**config.mk**
```make
export PLATFORM = sky130hd
export DESIGN_NAME = muldiv_unit
export DESIGN_NICKNAME = d
export VERILOG_FILES = /design/src/rtl/muldiv_pkg.sv /design/src/rtl/muldiv_unit.sv
export SDC_FILE = /design/constraint.sdc
export NUM_CORES = 1
export LEC_CHECK = 0
export BUFFER_PORTS_ARGS = -buffer_cell sky130_fd_sc_hd__buf_2
export CAP_MARGIN = 5
export CORE_MARGIN = 4
export CORE_UTILIZATION = 35
export DETAILED_ROUTE_END_ITERATION = 12
export RECOVER_POWER = 50
export SKIP_CTS_REPAIR_TIMING = 1
export SYNTH_ARGS = -nofsm -noshare
export SYNTH_HDL_FRONTEND = slang
export SYNTH_SLANG_ARGS = --single-unit
```
**constraint.sdc**
```tcl
create_clock -name clk -period 11.4 [get_ports clk]
set_clock_uncertainty 0.2 [all_clocks]
set_input_delay 0.57 -clock clk [delete_from_list [all_inputs] [get_ports clk]]
set_output_delay 0.57 -clock clk [all_outputs]
set_load 0.01 [all_outputs]
```
**src/rtl/muldiv_pkg.sv**
```systemverilog
// Shared constants for the iterative RV32M multiply/divide unit:
// datapath width, funct3 operation codes and FSM state encoding.
package muldiv_pkg;

    localparam int XLEN = 32;

    localparam logic [2:0] F3_MUL    = 3'b000;
    localparam logic [2:0] F3_MULH   = 3'b001;
    localparam logic [2:0] F3_MULHSU = 3'b010;
    localparam logic [2:0] F3_MULHU  = 3'b011;
    localparam logic [2:0] F3_DIV    = 3'b100;
    localparam logic [2:0] F3_DIVU   = 3'b101;
    localparam logic [2:0] F3_REM    = 3'b110;
    localparam logic [2:0] F3_REMU   = 3'b111;

    typedef enum logic [1:0] {
        ST_IDLE = 2'd0,
        ST_CALC = 2'd1,
        ST_SIGN = 2'd2,
        ST_DONE = 2'd3
    } state_t;

endpackage

```
**src/rtl/muldiv_unit.sv**
```systemverilog
// Iterative RV32M multiply/divide unit: magnitude shift-add multiply or restoring
// divide over XLEN cycles, then a sign-fix cycle and a one-cycle write-back pulse.
module muldiv_unit
    import muldiv_pkg::*;
#(
    parameter int XLEN = muldiv_pkg::XLEN
) (
    input  logic            clk,
    input  logic            rst,
    input  logic            start_i,
    input  logic [2:0]      funct3_i,
    input  logic [XLEN-1:0] rs1_data_i,
    input  logic [XLEN-1:0] rs2_data_i,
    input  logic [4:0]      rd_addr_i,
    output logic            busy_o,
    output logic            done_o,
    output logic            wr_en_o,
    output logic [4:0]      rd_addr_o,
    output logic [XLEN-1:0] result_o
);

    localparam int CW = $clog2(XLEN);
    localparam int AW = 2 * XLEN + 1;

    state_t            state_reg, state_next;
    logic [CW-1:0]     cnt_reg;
    logic [2:0]        funct3_reg;
    logic [4:0]        rd_lat_reg;
    logic [4:0]        rd_out_reg;
    logic              sign_a_reg, sign_b_reg;
    logic [XLEN-1:0]   opd_reg;
    logic [AW-1:0]     acc_reg, acc_step;
    logic [XLEN-1:0]   result_reg;

    // Operand decode at acceptance
    logic              accept;
    logic              signed_a, signed_b, neg_a, neg_b;
    logic [XLEN-1:0]   mag_a, mag_b;
    logic              div_zero, div_ovf, fast;
    logic [XLEN-1:0]   fast_result;

    always_comb begin
        accept   = (state_reg == ST_IDLE) && start_i;
        signed_a = (funct3_i == F3_MUL) || (funct3_i == F3_MULH) || (funct3_i == F3_MULHSU)
                || (funct3_i == F3_DIV) || (funct3_i == F3_REM);
        signed_b = (funct3_i == F3_MUL) || (funct3_i == F3_MULH)
                || (funct3_i == F3_DIV) || (funct3_i == F3_REM);
        neg_a    = signed_a && rs1_data_i[XLEN-1];
        neg_b    = signed_b && rs2_data_i[XLEN-1];
        mag_a    = neg_a ? (~rs1_data_i + 1'b1) : rs1_data_i;
        mag_b    = neg_b ? (~rs2_data_i + 1'b1) : rs2_data_i;
        div_zero = funct3_i[2] && (rs2_data_i == '0);
        div_ovf  = ((funct3_i == F3_DIV) || (funct3_i == F3_REM))
                && (rs1_data_i == {1'b1, {(XLEN-1){1'b0}}})
                && (rs2_data_i == '1);
        fast     = div_zero || div_ovf;
        fast_result = '0;
        if (div_zero) begin
            fast_result = funct3_i[1] ? rs1_data_i : '1;
        end else if (div_ovf) begin
            fast_result = funct3_i[1] ? '0 : {1'b1, {(XLEN-1){1'b0}}};
        end
    end

    // One iteration: shift-add for multiply, restoring step for divide.
    // Multiply layout: {carry, high, low/multiplier}; divide: {remainder(XLEN+1), quotient}.
    logic [XLEN:0]   mul_sum;
    logic [XLEN+1:0] rem_sub;
    logic            rem_ge;
    logic [XLEN:0]   rem_new;

    always_comb begin
        mul_sum  = {1'b0, acc_reg[2*XLEN-1:XLEN]} + (acc_reg[0] ? {1'b0, opd_reg} : '0);
        rem_sub  = {acc_reg[2*XLEN:XLEN], acc_reg[XLEN-1]} - {2'b00, opd_reg};
        rem_ge   = ~rem_sub[XLEN+1];
        rem_new  = rem_ge ? rem_sub[XLEN:0] : {acc_reg[2*XLEN-1:XLEN], acc_reg[XLEN-1]};
        if (funct3_reg[2]) begin
            acc_step = {rem_new, acc_reg[XLEN-2:0], rem_ge};
        end else begin
            acc_step = {1'b0, mul_sum, acc_reg[XLEN-1:1]};
        end
    end

    // Sign correction and result select
    logic [2*XLEN-1:0] prod_fix;
    logic [XLEN-1:0]   quot_fix, rem_fix, sel_result;

    always_comb begin
        prod_fix = (sign_a_reg ^ sign_b_reg) ? (~acc_reg[2*XLEN-1:0] + 1'b1) : acc_reg[2*XLEN-1:0];
        quot_fix = (sign_a_reg ^ sign_b_reg) ? (~acc_reg[XLEN-1:0] + 1'b1) : acc_reg[XLEN-1:0];
        rem_fix  = sign_a_reg ? (~acc_reg[2*XLEN-1:XLEN] + 1'b1) : acc_reg[2*XLEN-1:XLEN];
        case (funct3_reg)
            F3_MUL:                        sel_result = prod_fix[XLEN-1:0];
            F3_MULH, F3_MULHSU, F3_MULHU:  sel_result = prod_fix[2*XLEN-1:XLEN];
            F3_DIV, F3_DIVU:               sel_result = quot_fix;
            default:                       sel_result = rem_fix;
        endcase
    end

    always_ff @(posedge clk or posedge rst) begin
        if (rst) begin
            state_reg <= ST_IDLE;
        end else begin
            state_reg <= state_next;
        end
    end

    always_comb begin
        state_next = state_reg;
        busy_o     = 1'b1;
        done_o     = 1'b0;
        case (state_reg)
            ST_IDLE: begin
                busy_o = 1'b0;
                if (start_i) begin
                    state_next = fast ? ST_DONE : ST_CALC;
                end
            end
            ST_CALC: begin
                if (cnt_reg == CW'(XLEN - 1)) begin
                    state_next = ST_SIGN;
                end
            end
            ST_SIGN: state_next = ST_DONE;
            ST_DONE: begin
                done_o     = 1'b1;
                state_next = ST_IDLE;
            end
            default: state_next = ST_IDLE;
        endcase
        wr_en_o = done_o;
    end

    always_ff @(posedge clk or posedge rst) begin
        if (rst) begin
            cnt_reg    <= '0;
            funct3_reg <= '0;
            rd_lat_reg <= '0;
            rd_out_reg <= '0;
            sign_a_reg <= 1'b0;
            sign_b_reg <= 1'b0;
            opd_reg    <= '0;
            acc_reg    <= '0;
            result_reg <= '0;
        end else if (accept) begin
            cnt_reg    <= '0;
            funct3_reg <= funct3_i;
            rd_lat_reg <= rd_addr_i;
            sign_a_reg <= neg_a;
            sign_b_reg <= neg_b;
            // Multiply adds the multiplicand into the high half; divide subtracts the divisor.
            opd_reg    <= funct3_i[2] ? mag_b : mag_a;
            acc_reg    <= {{(XLEN+1){1'b0}}, (funct3_i[2] ? mag_a : mag_b)};
            if (fast) begin
                result_reg <= fast_result;
                rd_out_reg <= rd_addr_i;
            end
        end else if (state_reg == ST_CALC) begin
            acc_reg <= acc_step;
            cnt_reg <= cnt_reg + 1'b1;
        end else if (state_reg == ST_SIGN) begin
            result_reg <= sel_result;
            rd_out_reg <= rd_lat_reg;
        end
    end

    assign result_o  = result_reg;
    assign rd_addr_o = rd_out_reg;

endmodule

```
Word level (Yosys, flattened, before mapping)
Cells that the tools add are included.
{"block": "totals", "ff_bits": 151, "input_bits": 75, "wordCells": 101, "out_inout_bits": 40}
{"block": "op_classes", "n_eq_ne": 19, "n_reduce_logical": 24, "bitwise_logic": 7, "muxes": 33, "n_addsub": 8}
{"op": "$mux 32", "count": 15}
{"op": "$mux 65", "count": 3}
{"op": "$add 32x1->32 const B", "count": 4}
{"op": "$not 32->32", "count": 4}
{"op": "$pmux 32 s3", "count": 1}
{"op": "$add 64x1->64 const B", "count": 1}
{"op": "$eq 32x32->1 const B", "count": 2}
{"op": "$mux 64", "count": 1}
{"op": "$not 64->64", "count": 1}
{"op": "$sub 34x32->34", "count": 1}
{"op": "$add 32x32->33", "count": 1}
{"op": "$mux 33", "count": 1}
{"op": "$logic_not 32->1", "count": 1}
{"op": "$mux 5", "count": 6}
{"op": "$eq 3x3->1 const B", "count": 4}
{"op": "$eq 3x2->1 const B", "count": 3}
{"op": "$logic_or 1x1->1", "count": 8}
{"op": "$pmux 2 s4", "count": 1}
{"op": "$eq 3x1->1 const B", "count": 2}
{"op": "$logic_and 1x1->1", "count": 6}
{"op": "$logic_not 3->1", "count": 2}
{"op": "$mux 2", "count": 3}
{"op": "$ne 2x2->1 const B", "count": 3}
{"op": "$add 5x1->5 const B", "count": 1}
{"op": "13 further kinds", "count": 16}

Longest topological paths before layout
Gate-level depths: netlist (run 1).
{"block": "depth", "ltp_word": 9, "mapped_depth": 14, "mapped_depth_nobuf": 13}

Least setup slack after synthesis (run 1)
Ideal clock, no wire load.
{"block": "synth_timing", "path_type": "register to register", "startpoint": "register acc_reg[31]", "endpoint": "register acc_reg[60]", "slack_ns": 7.981, "path_stages_with_launch": 14, "t_arrival_ns": 3.093, "required_time_ns": 11.074, "setup_ns": 0.126, "n_path_buf": 0, "synth_period_minus_slack_ns": 3.419, "path_cell_list": "dfrtp_1 > inv_1 > ha_1 > inv_1 > fa_1 > a21o_1 > a221o_1 > a21o_1 > a2111oi_0 > nor2_1 > a31oi_1 > xor2_1 > o21ai_0 > a221o_1"}
{"block": "synth_via", "elab_chain_len": 5}
{"item": "start, declared", "line": "muldiv_unit.sv:32", "text": "logic [AW-1:0] acc_reg, acc_step;"}
{"item": "start signal, assigned", "line": "muldiv_unit.sv:153", "text": "acc_reg <= {{(XLEN+1){1'b0}}, (funct3_i[2] ? mag_a : mag_b)};"}
{"item": "start signal, assigned", "line": "muldiv_unit.sv:159", "text": "acc_reg <= acc_step;"}
{"item": "$sub 34x32->34", "line": "muldiv_unit.sv:74", "text": "rem_sub = {acc_reg[2*XLEN:XLEN], acc_reg[XLEN-1]} - {2'b00, opd_reg};"}
{"item": "$mux 33", "line": "muldiv_unit.sv:76", "text": "rem_new = rem_ge ? rem_sub[XLEN:0] : {acc_reg[2*XLEN-1:XLEN], acc_reg[XLEN-1]};"}
{"item": "$mux 65", "line": "muldiv_unit.sv:77", "text": "if (funct3_reg[2]) begin"}
{"item": "$mux 65", "line": "muldiv_unit.sv:158", "text": "end else if (state_reg == ST_CALC) begin"}
{"item": "$mux 65", "line": "muldiv_unit.sv:145", "text": "end else if (accept) begin"}
Every way passes these cells. The select of a mux whose other input is x is not followed.
A chain may end at the register's enable or synchronous reset.

==> summary.txt, run 1 <==
Yosys
  • Synthesized area: 15,200 um^2
  • Post-synth cell types: 76
  • Number of synthesized flops with an enable pin: 0
  • Asr flop ratio synth: 1.00
  • Dominant synthesized flop cell: sky130_fd_sc_hd__dfrtp_1
  • Net count of the mapped netlist: approximately 2,200
  • Per-instance average area after synthesis: 7.43 um^2
  • Gate Count Post-Synth: 2,050
  • Synth Warn #: 0
  • Seq/Total Area, Yosys: 0.248
  • Number of flip-flops and latches in the synthesized netlist: roughly 150

Place
  • Post-place instance area: 16,200 um^2
  • HPWL after detailed placement: about 46 mm
  • GPL Wtd Cong: roughly 0.93
  • Number of port buffers: 114
  • Place WS: 6.77 ns

Cells and area
  • Commonest non-fill, non-tap cell in the layout: sky130_fd_sc_hd__nand2_1
  • Commonest cells after routing, fill and taps aside: sky130_fd_sc_hd__nand2_1 (228), sky130_fd_sc_hd__o21ai_0 (212), sky130_fd_sc_hd__nor2_1 (211)
  • Post-route cell area: 16,700 um^2
  • NumNets Final: 2,215
  • Area grow syn2layout: 9.48%
  • Antenna fix cells: 0
  • Flip-flop count of the largest register after layout: 65
  • Final cell utilization of the core: 0.387
  • Share of cells above drive strength 1: 0.0805

Drt
  • Post-detailed-route count of antenna-violating nets: 0
  • Vias/cell: roughly 6.0
  • Routed wirelength normalized by instance count: 23.0 um
  • Remaining DRCs: 0
  • Via count: 15,949
  • Starting DRT DRC Count: roughly 1,800
  • First-pass DRT Iterations: 5
  • Final WL: 61.2 mm

GRT
  • Vias in the first global route: 14,909
  • Highest-utilization routing layer at the global route stage: met2
  • Maximum number of pins on one net before global-route repair: 113
  • Total gr overflow: 0
  • Met1 GRT Util: 0.362
  • Met3 usage: 0.0494
  • Grt met2 use: 0.382
  • First-pass GRT wire length: 92.7 mm
  • Overall global routing resource usage: 0.253
  • Number of antenna violations at the first check in global routing: 0

Die
  • Chip Height: around 220 um
  • Die boundary width: 217 um
  • Initial core utilization: 0.354
  • Cell row count: 76
  • Total I/O pin count: around 120
  • Die ar.: between 40,000 and 50,000 um^2
  • Placeable Area: 43,100 um^2

Power
  • Leakage power figure: around 7 nW
  • Register share of total power: 0.199
  • Pwr dens: 360 nW/um^2
  • Design Power: about 6.0 mW
  • Maximum vdd drop: about 0.00015 V
  • Switching share of power: 0.550
  • Combinational cell fraction of total power: 0.706
  • Clock group share of total power: 0.095
  • Internal power contribution: 2.70 mW
  • Power dissipated by switching net loads: 3.30 mW

Timing
  • Final-report max-slew violation count: between 150 and 200
  • Final setup fails: 0
  • Final WS setup: 5.08 ns
  • Minimum clock period after layout: 6.32 ns
  • Unrepaired setup endpoints after global routing: no
  • Relative slew margins: -1.80
  • Fraction of the cycle the final worst path needs: 0.554
  • Final Hold Vio Count: 0
  • Transition at the pin with the smallest max-transition slack: 4.17 ns
  • Setup total negative slack: 0 ns
  • Highest achievable clock rate: 158 MHz

Hold path
  • Worst Hold Launch: rd_addr_i[1]
  • Worst hold stages: 3
  • Endpoint with the worst hold slack: rd_lat_reg[1]$_DFFE_PP0P_
  • Tightest Hold Check Type: input port to flop

Run status
  • Result of the run: finished with violations
  • Violations in the final reports: max-capacitance violations, max-slew violations

Run
  • Count of maximum capacitance violations: 2

Clock network
  • Cell chosen for the clock root: sky130_fd_sc_hd__clkbuf_16
  • Clock transition at path regs: around 0.07 ns
  • Number of buffers inserted during clock tree synthesis: 17
  • CTS HTree Levels: 4
  • Later-pin clock latency in the skew report: approximately 0.45 ns
  • Clock tree buffer depth: 2
  • Clock tree sinks: 151
  • CTS tree: yes

Worst setup path
  • Biggest fanout along the worst timing path: 85
  • Worst setup slack for register-to-register paths: 6.64 ns
  • Logic depth of the worst register-to-register path: 9
  • Reg2Reg Launch Point: acc_reg[0]$_DFFE_PP0P_
  • Required time of the critical path: roughly 11 ns
  • Launch point of the critical path: rst
  • Worst reg2reg path endpoint: result_o[10]$_DFFE_PP0P_
  • Nature of the critical path startpoint: input port
  • Worst Setup Path Type: input port to asynchronous set/reset pin
  • Sort of element at the end of the critical path: asynchronous set/reset pin
  • Crit path arrival time: 5.81 ns
power by group through the flow:
stage	combinational (mW)	clock (mW)	sequential (mW)
3_3_place_gp	4.11	0	1.18
5_1_grt	4.61	0.601	1.22
6_report	4.23	0.573	1.19
4_1_cts	4.16	0.577	1.18
3_5_place_dp	4.13	0	1.19
2_1_floorplan	3.12	0	0.992
metal layers:
metal  routed length, um  up-vias
li1                    -     7412
met1               27300     7625
met2               26300      793
met3                5430      119
met4                2170        0
met5                   0        -
layout make-up:
cell class | instances | area [um^2]
multi-input combinational | 1694 | 10700
clock inverter | 12 | 119
sequential | 151 | 3780
inverter | 63 | 238
tap | 585 | 732
fill | 4494 | 26400
clock buffer | 20 | 447
timing repair buffer | 135 | 677
cell usage after synthesis (47+ instances only):
master	count	area [um^2]
sky130_fd_sc_hd__clkbuf_1	117	439
sky130_fd_sc_hd__a21oi_1	187	936
sky130_fd_sc_hd__o211ai_1	55	413
sky130_fd_sc_hd__ha_1	76	951
sky130_fd_sc_hd__dfrtp_1	151	3780
sky130_fd_sc_hd__nor2_1	212	796
sky130_fd_sc_hd__xor2_1	92	806
sky130_fd_sc_hd__xnor2_1	105	920
sky130_fd_sc_hd__mux2i_1	47	470
sky130_fd_sc_hd__nand2_1	229	860
sky130_fd_sc_hd__o21ai_0	212	1060
sky130_fd_sc_hd__inv_1	61	229
cell families (layout without fill, tap and decap cells):
logic type	count (synthesis)	after routing	share of synthesized area
fa+ha+maj	78	78	0.0650
mux	59	59	0.0398
buf+inv	205	230	0.0527
simple gates	666	666	0.201
compound gates	694	694	0.280
xor+xnor	197	197	0.113
flops	151	151	0.248
stage by stage:
| stage | cells | hold slack, ns |
|---|---|---|
| after floorplan | 2050 | 0.237 |
| after global placement | 2628 | 0.251 |
| after detailed placement | 2628 | 0.260 |
| after CTS | 2660 | 0.116 |
| after global routing | 2660 | 0.143 |
| final | 2660 | 0.134 |
critical path: stages:
cell and delay [ns]:
sky130_fd_sc_hd__buf_2 0.10, sky130_fd_sc_hd__clkinvlp_2 2.29, sky130_fd_sc_hd__clkbuf_1 2.80
worst max-delay path by stage:
stage                               end  slack, ns  depth (start not counted)
2_1_floorplan    acc_reg[0]$_DFFE_PP0P_       6.57                          1
3_3_place_gp   result_o[10]$_DFFE_PP0P_       6.78                          9
3_5_place_dp   result_o[10]$_DFFE_PP0P_       6.77                          9
4_1_cts        result_o[10]$_DFFE_PP0P_       6.72                          9
5_1_grt          sign_a_reg$_DFFE_PP0P_       3.74                          3
6_report        acc_reg[26]$_DFFE_PP0P_       5.08                          3
Note: power is estimated with default switching activity, not from simulation.
==> run 2, diff against run 1 <==
==> constraint.sdc (replaced) <==
create_clock -name clk -period 6.07 [get_ports clk]
set_clock_uncertainty 0.2 [all_clocks]
set_input_delay 0.3035 -clock clk [delete_from_list [all_inputs] [get_ports clk]]
set_output_delay 0.3035 -clock clk [all_outputs]
set_load 0.01 [all_outputs]
==> run 2 against run 1 <==
Effect of this change: the flow still finishes with violations (max-capacitance violations, max-slew violations); die area unchanged; worst setup slack lost 4.3 ns; utilization up 0.31 points; critical endpoint is now result_o[30]$_DFFE_PP0P_.
==> summary.txt, run 2 (synthesized netlist as in run 1, its figures left out) <==
Power
  • Pwr dens: 672 nW/um^2
  • Maximum vdd drop: 0.000275 V
  • Leakage power figure: 6.90 nW

Run status
  • Result of the run: finished with violations
  • Violations in the final reports: max-capacitance violations, max-slew violations

Cells and area
  • NumNets Final: approximately 2,200
  • Post-route cell area: about 17,000 um^2
  • Commonest cells after routing, fill and taps aside: sky130_fd_sc_hd__nand2_1 (229), sky130_fd_sc_hd__o21ai_0 (212), sky130_fd_sc_hd__nor2_1 (211)
  • Commonest non-fill, non-tap cell in the layout: sky130_fd_sc_hd__nand2_1
  • Area grow syn2layout: 10.3%
  • Flip-flop count of the largest register after layout: 65
  • Final cell utilization of the core: 0.390
  • Share of cells above drive strength 1: 0.0837
  • Fill cell total of the finished layout: between 4,000 and 5,000

Drt
  • Starting DRT DRC Count: ~1,800
  • First-pass DRT Iterations: 8
  • Remaining DRCs: 0
  • Via count: approximately 16,000
  • Vias/cell: 6.00
  • Routed wirelength normalized by instance count: 23.0 um
  • Final WL: 61.6 mm
  • Post-detailed-route count of antenna-violating nets: 0

Clock network
  • Cell chosen for the clock root: sky130_fd_sc_hd__clkbuf_16
  • Number of buffers inserted during clock tree synthesis: 17
  • Later-pin clock latency in the skew report: roughly 0.45 ns
  • Clock transition at path regs: 0.07 ns
  • CTS tree: yes
  • CTS HTree Levels: 4
  • Clock tree buffer depth: 2
  • Clock tree sinks: between 150 and 200

Timing
  • Final hold slack: 0.0593 ns
  • Final-report max-slew violation count: 160
  • Final WS setup: around 0.75 ns
  • Minimum clock period after layout: around 5.3 ns
  • Final setup fails: 0
  • Setup total negative slack: 0 ns
  • Unrepaired setup endpoints after global routing: no
  • Highest achievable clock rate: 188 MHz
  • Fraction of the cycle the final worst path needs: 0.877
  • Transition at the pin with the smallest max-transition slack: a little over 4 ns
  • Final Hold Vio Count: 0
  • Relative slew margins: -1.70

GRT
  • Number of antenna violations at the first check in global routing: 0
  • Overall global routing resource usage: 0.254
  • Total gr overflow: 0
  • First-pass GRT wire length: 92.7 mm
  • Maximum number of pins on one net before global-route repair: 85
  • Vias in the first global route: 14,826

Worst setup path
  • Sort of element at the end of the critical path: flop
  • Biggest fanout along the worst timing path: 40
  • Nature of the critical path startpoint: flop
  • Crit path arrival time: 5.48 ns
  • Worst Setup Path Type: flop to flop
  • Required time of the critical path: 6.22 ns

Die
  • Total I/O pin count: between 100 and 150
  • Cell row count: 76
  • Die ar.: 46,900 um^2
  • Placeable Area: 43,100 um^2
  • Die boundary width: 217 um
  • Chip Height: 217 um
  • Initial core utilization: 0.354

Place
  • GPL Wtd Cong: between 0.9 and 1
  • Number of port buffers: 114
  • Place WS: 1.19 ns
  • Post-place instance area: approximately 16,000 um^2
  • HPWL after detailed placement: 47.2 mm

Run
  • Count of maximum capacitance violations: 3

Hold path
  • Tightest Hold Check Type: input port to flop
-- run 2: worst paths after layout --
| path | from | endpoint | slack (ns) | cells after the start |
|---|---|---|---|---|
| min in group asynchronous | rst | result_o[20]$_DFFE_PP0P_ | 1.37 | 3 |
| worst min register to register | rd_lat_reg[2]$_DFFE_PP0P_ | rd_lat_reg[2]$_DFFE_PP0P_ | 0.27 | 2 |
| max in group asynchronous | rst | acc_reg[11]$_DFFE_PP0P_ | 2.06 | 4 |
| worst max register to register | state_reg[0]$_DFFE_PP0P_ | result_o[30]$_DFFE_PP0P_ | 0.75 | 8 |
| worst min-delay path | rs2_data_i[0] | opd_reg[0]$_DFFE_PP0P_ | 0.06 | 3 |
| worst max-delay path | state_reg[0]$_DFFE_PP0P_ | result_o[30]$_DFFE_PP0P_ | 0.75 | 8 |
-- run 2: through the flow --
step / instances / power [mW]
final: 2678 / 11.3
after detailed placement: 2637 / 10.1
after floorplan: 2050 / 7.72
after CTS: 2669 / 11.2
after global routing: 2677 / 12.1
after global placement: 2637 / 10.0
-- run 2: report_power, final --
group	leakage (nW)	internal [mW]	switching (mW)	total, mW
sequential	1.87	1.49	0.684	2.18
clock	0.261	0.585	0.478	1.06
combinational	4.77	3.03	5.03	8.06
total	6.90	5.10	6.20	11.3
-- run 2: worst max-delay path: stages (launching register included) --
cell and delay [ns]:
sky130_fd_sc_hd__dfrtp_1 0.40, sky130_fd_sc_hd__inv_1 0.13, sky130_fd_sc_hd__ha_1 0.20, sky130_fd_sc_hd__and2_0 0.74
sky130_fd_sc_hd__clkbuf_1 1.36, sky130_fd_sc_hd__nand2_1 1.04, sky130_fd_sc_hd__a21oi_1 0.66, sky130_fd_sc_hd__a21oi_1 0.18
sky130_fd_sc_hd__o221ai_1 0.30
-- run 2: layer usage --
| metal | up-vias | wire length, um | GRT usage |
|---|---|---|---|
| li1 | 7457 | - | - |
| met1 | 7711 | 27300 | 0.366 |
| met2 | 795 | 26900 | 0.387 |
| met3 | 106 | 5590 | 0.0505 |
| met4 | 0 | 1840 | 0.0742 |
| met5 | - | 0 | 0 |
-- run 2: layout make-up --
class                   count  area [um^2]  area share
diodes                      1         2.50    0.000149
clock buffers              21          460      0.0274
clock inverters            11          100     0.00595
inverters                  63          238      0.0141
multi-input cells        1694        10700       0.635
flip-flops and latches    151         3780       0.225
well taps                 585          732      0.0435
repair buffers            152          816      0.0485
